[src/rtl/uart_ram_loader.sv]
// rtl/uart_ram_loader.sv - 8N1 UART receiver that loads a length-prefixed big-endian word image into RAM.
// Optional LOADER_CHECKSUM_EN adds a trailing XOR checksum byte after the data words.
module uart_ram_loader #(
  parameter int unsigned CLK_HZ     = 12000000,
  parameter int unsigned BAUD       = 115200,
  parameter int unsigned ADDR_WIDTH = 12,
  parameter int unsigned BASE_ADDR  = 0
) (
  input  logic                  clk,
  input  logic                  reset,
  input  logic                  rx,
  output logic                  ram_w_en,
  output logic [ADDR_WIDTH-1:0] ram_addr,
  output logic [15:0]           ram_w_data,
  output logic                  cpu_hold,
  output logic                  busy,
  output logic                  load_done,
  output logic                  load_error
);

  localparam int unsigned CLKS_PER_BIT = CLK_HZ / BAUD;
  localparam int unsigned CW           = $clog2(CLKS_PER_BIT + 1);
  localparam logic [CW-1:0] BIT_LAST   = CW'(CLKS_PER_BIT - 1);
  localparam logic [CW-1:0] HALF_LAST  = CW'(CLKS_PER_BIT / 2 - 1);
  localparam logic [31:0] MAX_WORDS    = 32'((1 << ADDR_WIDTH) - BASE_ADDR);
  localparam logic [ADDR_WIDTH-1:0] BASE = ADDR_WIDTH'(BASE_ADDR);

  typedef enum logic [1:0] {RX_IDLE, RX_START, RX_DATA, RX_STOP} rx_state_t;

`ifdef LOADER_CHECKSUM_EN
  typedef enum logic [2:0] {HDR_HI, HDR_LO, DATA_HI, DATA_LO, WRITE, CHK, DONE, ERROR} ld_state_t;
  logic [7:0] csum;
`else
  typedef enum logic [2:0] {HDR_HI, HDR_LO, DATA_HI, DATA_LO, WRITE, DONE, ERROR} ld_state_t;
`endif

  rx_state_t   rx_state;
  logic        rx_meta, rx_s;
  logic [CW-1:0] rx_cnt;
  logic [2:0]  bit_idx;
  logic [7:0]  rx_shift;
  logic        byte_valid, frame_err;

  ld_state_t   ld_state;
  logic [7:0]  hdr_hi, word_hi;
  logic [15:0] words_left;
  logic [15:0] hdr_word;

  assign hdr_word = {hdr_hi, rx_shift};

  // Receiver: mid-bit sampling referenced to the synchronized start edge.
  always_ff @(posedge clk or negedge reset) begin
    if (!reset) begin
      rx_meta    <= 1'b1;
      rx_s       <= 1'b1;
      rx_state   <= RX_IDLE;
      rx_cnt     <= '0;
      bit_idx    <= '0;
      rx_shift   <= '0;
      byte_valid <= 1'b0;
      frame_err  <= 1'b0;
    end else begin
      rx_meta    <= rx;
      rx_s       <= rx_meta;
      byte_valid <= 1'b0;
      frame_err  <= 1'b0;
      case (rx_state)
        RX_IDLE: begin
          if (!rx_s) begin
            rx_state <= RX_START;
            rx_cnt   <= '0;
          end
        end
        RX_START: begin
          if (rx_cnt == HALF_LAST) begin
            rx_cnt  <= '0;
            bit_idx <= '0;
            rx_state <= rx_s ? RX_IDLE : RX_DATA;
          end else begin
            rx_cnt <= rx_cnt + 1'b1;
          end
        end
        RX_DATA: begin
          if (rx_cnt == BIT_LAST) begin
            rx_cnt   <= '0;
            rx_shift <= {rx_s, rx_shift[7:1]};
            if (bit_idx == 3'd7) rx_state <= RX_STOP;
            else                 bit_idx  <= bit_idx + 1'b1;
          end else begin
            rx_cnt <= rx_cnt + 1'b1;
          end
        end
        RX_STOP: begin
          if (rx_cnt == BIT_LAST) begin
            rx_cnt     <= '0;
            rx_state   <= RX_IDLE;
            byte_valid <= rx_s;
            frame_err  <= !rx_s;
          end else begin
            rx_cnt <= rx_cnt + 1'b1;
          end
        end
        default: rx_state <= RX_IDLE;
      endcase
    end
  end

  always_ff @(posedge clk or negedge reset) begin
    if (!reset) begin
      ld_state   <= HDR_HI;
      ram_w_en   <= 1'b0;
      ram_addr   <= BASE;
      ram_w_data <= '0;
      cpu_hold   <= 1'b1;
      busy       <= 1'b0;
      load_done  <= 1'b0;
      load_error <= 1'b0;
      hdr_hi     <= '0;
      word_hi    <= '0;
      words_left <= '0;
`ifdef LOADER_CHECKSUM_EN
      csum       <= '0;
`endif
    end else begin
      ram_w_en <= 1'b0;
      if (frame_err && ld_state != DONE && ld_state != ERROR) begin
        ld_state   <= ERROR;
        busy       <= 1'b0;
        load_error <= 1'b1;
      end else begin
        case (ld_state)
          HDR_HI: if (byte_valid) begin
            hdr_hi   <= rx_shift;
`ifdef LOADER_CHECKSUM_EN
            csum     <= rx_shift;
`endif
            ld_state <= HDR_LO;
          end
          HDR_LO: if (byte_valid) begin
`ifdef LOADER_CHECKSUM_EN
            csum <= csum ^ rx_shift;
`endif
            if (hdr_word == 16'd0) begin
              ld_state  <= DONE;
              load_done <= 1'b1;
              cpu_hold  <= 1'b0;
            end else if ({16'd0, hdr_word} > MAX_WORDS) begin
              ld_state   <= ERROR;
              load_error <= 1'b1;
            end else begin
              words_left <= hdr_word;
              busy       <= 1'b1;
              ld_state   <= DATA_HI;
            end
          end
          DATA_HI: if (byte_valid) begin
            word_hi  <= rx_shift;
`ifdef LOADER_CHECKSUM_EN
            csum     <= csum ^ rx_shift;
`endif
            ld_state <= DATA_LO;
          end
          DATA_LO: if (byte_valid) begin
            ram_w_en   <= 1'b1;
            ram_w_data <= {word_hi, rx_shift};
`ifdef LOADER_CHECKSUM_EN
            csum       <= csum ^ rx_shift;
`endif
            ld_state   <= WRITE;
          end
          // Strobe cycle: advance the address once the word has been presented.
          WRITE: begin
            ram_addr   <= ram_addr + 1'b1;
            words_left <= words_left - 1'b1;
            if (words_left == 16'd1) begin
`ifdef LOADER_CHECKSUM_EN
              ld_state  <= CHK;
`else
              ld_state  <= DONE;
              busy      <= 1'b0;
              load_done <= 1'b1;
              cpu_hold  <= 1'b0;
`endif
            end else begin
              ld_state <= DATA_HI;
            end
          end
`ifdef LOADER_CHECKSUM_EN
          CHK: if (byte_valid) begin
            busy <= 1'b0;
            if (rx_shift == csum) begin
              ld_state  <= DONE;
              load_done <= 1'b1;
              cpu_hold  <= 1'b0;
            end else begin
              ld_state   <= ERROR;
              load_error <= 1'b1;
            end
          end
`endif
          default: ;
        endcase
      end
    end
  end

endmodule

[config.mk]
export PLATFORM = sky130hd
export DESIGN_NAME = uart_ram_loader
export DESIGN_NICKNAME = d
export VERILOG_FILES = /design/src/rtl/uart_ram_loader.sv
export SDC_FILE = /design/constraint.sdc
export NUM_CORES = 1
export LEC_CHECK = 0
export ABC_AREA = 1
export ABC_CLOCK_PERIOD_IN_PS = 1490
export BUFFER_PORTS_ARGS = -buffer_cell sky130_fd_sc_hd__buf_4
export CAP_MARGIN = 20
export CORE_UTILIZATION = 37
export CTS_CLUSTER_DIAMETER = 200
export DETAILED_ROUTE_END_ITERATION = 16
export PLACE_DENSITY = 0.62
export SYNTH_ARGS = -nofsm -noshare
export SYNTH_HDL_FRONTEND = slang
export SYNTH_SLANG_ARGS = --single-unit
[constraint.sdc]
create_clock -name clk -period 1.49 [get_ports clk]
set_input_delay 0.2235 -clock clk [delete_from_list [all_inputs] [get_ports clk]]
set_output_delay 0.2235 -clock clk [all_outputs]
set_load 0.02 [all_outputs]
==> impl_metrics.ini <==
[synth]
ys_seq_area_share_pct = 50.83
synth-edff-count = 0
synthTopCellsByCount = nand2_1, dfrtp_1, nor2_1
synth.area.top_cells = dfrtp_1, nand2_1, nor2_1
syn_inst = 579
synth.most_common_cell = nand2_1
synthesis.nets = 588
synthDistinctLibCells = 32
yosys_warnings = 0
yosysTopAreaCellShare_pct = 49.09
dominantRegCellSynth = dfrtp_1
async_reset_ff_share_pct = 100.0
ys_seq_elements = 92
yosys.area.top_type = dfrtp_1
netlist_area_um2 = 4537
avgSynthCellArea_um2 = 7.836

[timing]
final.setup_skew_ns = 0.005376
slew_headroom_pct = 75.03
min_period_over_period_pct = 102.1
rsz0062_at_grt = yes
worst_pin_slew_ns = 0.3741
max_freq_mhz = 657.4
final-hold-violation-count = 0
setup_ws_ns = -0.03111
fin_tns_setup_ns = -0.1281
setup_viol = 8
fin_crit_ns = 1.521
drv_slew = 0
hold_ws_ns = 0.3134

[critical_path]
worstPathMaxFanout = 8
crit_type = register to register
slowest_delay_ns = 0.38
cp_common_cell = nand2_1
cp_cell_sequence = nor2_1 > nand2_1 > nor2_1 > nand2_2 > nand2_2 > buf_6 > nand4_4 > nand2_1 > nand2_1
critPathCaptureType = register
crit_buf_inv = 1
worstPathArrival_ns = 1.76
required_ns = 1.73
crit_path_start_kind = register
path_delay_family = simple AND/OR/NAND/NOR gates
crit_slowest_cell = dfrtp_1

[clock_network]
cts.sinks = 92
cts_tree = yes
clkTransAtPathRegs_ns = 0.07
root_buffer = clkbuf_16
cts.path.max_buffers = 2
cts_buffers = 9
clock_latency_ns = 0.35
htree_levels = 3

[cells_and_area]
finalNonFillerCells = 843
num_antenna_cells = 0
drive_above_1_share_pct = 33.33
area_growth_pct = 38.50
fin_util_pct = 52.53
layout.nets = 700

[worst_hold_path]
hold_path_class = input pin to asynchronous set/reset pin

[job]
maxCapViolations = 0

[run_status]
violations = negative setup slack
status = finished, violations left

[die]
core_area_um2 = 11960
start_util_pct = 37.93
rows = 40
die_y_um = 112.7
ioPinCount = 36
die_area_um2 = 12710
die_w_um = 112.7

[pwr]
p_leak_nw = 3.243
powerDensity_nw_per_um2 = 790.5
switching_share_pct = 22.49
clkPwrFrac_pct = 48.2
ir_drop_uv = 865.3
power_mw = 4.967
internal-power_mw = 3.850
pwr-share-comb_pct = 1.4
sequentialPowerShare_pct = 50.4
switchingPower_mw = 1.117

[routing]
wl_met1_um = 5397
remaining_drc_errors = 0
route.vias.total = 4121
wl_met2_um = 5600
routed_via_density = 4.888
dr.pass1.iters = 5
wl_per_cell_um = 13.58
drtIter0Drc = 286
wirelength_um = 11450
wl_met3_um = 333
top_layer_used = met4
final_antenna_net_count = 0

[place]
dp_cells = 809
gp_congestion = 0.8054
hpwl_um = 7766
portBuffers = 35

[global_routing]
grtUsageTotal_pct = 18.63
grt_max_degree = 37
grt_pass1_wl_um = 18600
grt_pass1_vias = 3919
grt_overflow_total = 0
antenna_found_initial = 0
-- area by class of cell --
cell class	count	area, um2
Sequential cell	92	2308
Clock inverter	7	82.58
Inverter	57	219.0
Clock buffer	9	225.2
Fill cell	1082	5678
Tap cell	147	183.9
Multi-Input combinational cell	423	2336
Timing Repair Buffer	108	928.4
-- worst paths after layout --
kind	cells past startpoint	slack (ns)	from	endpoint
hold / removal	2	0.31	reset	words_left[10]$_DFFE_PN0P_
setup / recovery	9	-0.03	hdr_hi[2]$_DFFE_PN0P_	words_left[13]$_DFFE_PN0P_
min in group clk	0	0.36	rx_meta$_DFF_PN1_	rx_s$_DFF_PN1_
max in group asynchronous	3	0.65	reset	rx_s$_DFF_PN1_
hold reg to reg	0	0.36	rx_meta$_DFF_PN1_	rx_s$_DFF_PN1_
setup reg to reg	9	-0.03	hdr_hi[2]$_DFFE_PN0P_	words_left[13]$_DFFE_PN0P_
-- layer usage --
layer | GRT usage [%] | up-vias
met2 | 30.21 | 59
met5 | 0 | -
met4 | 5.067 | 0
li1 | - | 2069
met1 | 24.57 | 1984
met3 | 5.142 | 9
-- cell usage in the layout (no fill, tap or decap), types with 3 or more instances in the layout --
master / count
nand2_1: 179
buf_4: 90
dfrtp_1: 87
inv_1: 45
nor2_1: 38
nand2_2: 37
o21ai_1: 26
nand3_1: 22
o21ai_0: 22
nor2_2: 14
xor2_1: 12
inv_2: 10
nor2_4: 10
clkbuf_16: 10
buf_6: 10
nand4_1: 9
nand2_4: 7
nand3_4: 6
a21oi_1: 6
nand3_2: 5
o21ai_2: 5
buf_12: 4
xnor2_1: 3
a21oi_2: 3
ha_1: 3
dfstp_2: 3
-- through the flow --
step	worst slack, ns	instance area, um2
floorplan	0.02865	4538
global placement	-0.1479	5404
detailed placement	-0.2382	5404
CTS	-0.0003288	5824
global route	-0.1417	6284
finish	-0.03111	6284
-- registers in the layout, indices dropped and copies added, names as in the netlist, 3 cells and up, named ones only --
signal	count
ld_state	3
words_left	16
ram_w_data	16
rx_shift	8
bit_idx	3
hdr_hi	8
rx_cnt	7
ram_addr	12
word_hi	8
-- power groups by stage --
stage	clock network, mW	logic (mW)	registers [mW]
detailed placement	0	0.0727	2.55
global placement	0	0.0709	2.55
global route	2.54	0.0844	2.50
finish	2.39	0.0718	2.50
CTS	2.46	0.0764	2.50
floorplan	0	0.000938	2.55
-- worst register-to-register path, delay by kind of cell (launching register included) --
family | cells | cell delay, ns
and+or+nand+nor | 8 | 0.91
DFF | 1 | 0.38
buffers and inverters | 1 | 0.13
-- kinds of logic after synthesis --
| family | share of synthesized area, % |
|---|---|
| fa+ha+maj | 1.655 |
| buf+inv | 5.709 |
| xor+xnor | 2.896 |
| flops | 50.83 |
| compound gates | 7.694 |
| simple gates | 31.22 |
-- repair_timing --
action,CTS,global route
pin swaps,5,33
endpoints found under the hold margin,20,0
buffers inserted,3,9
gates resized for setup,12,120
cloned,1,3
hold buffers,2,0
endpoints found under the setup margin,41,64
Power figures use the tool's default switching activity.
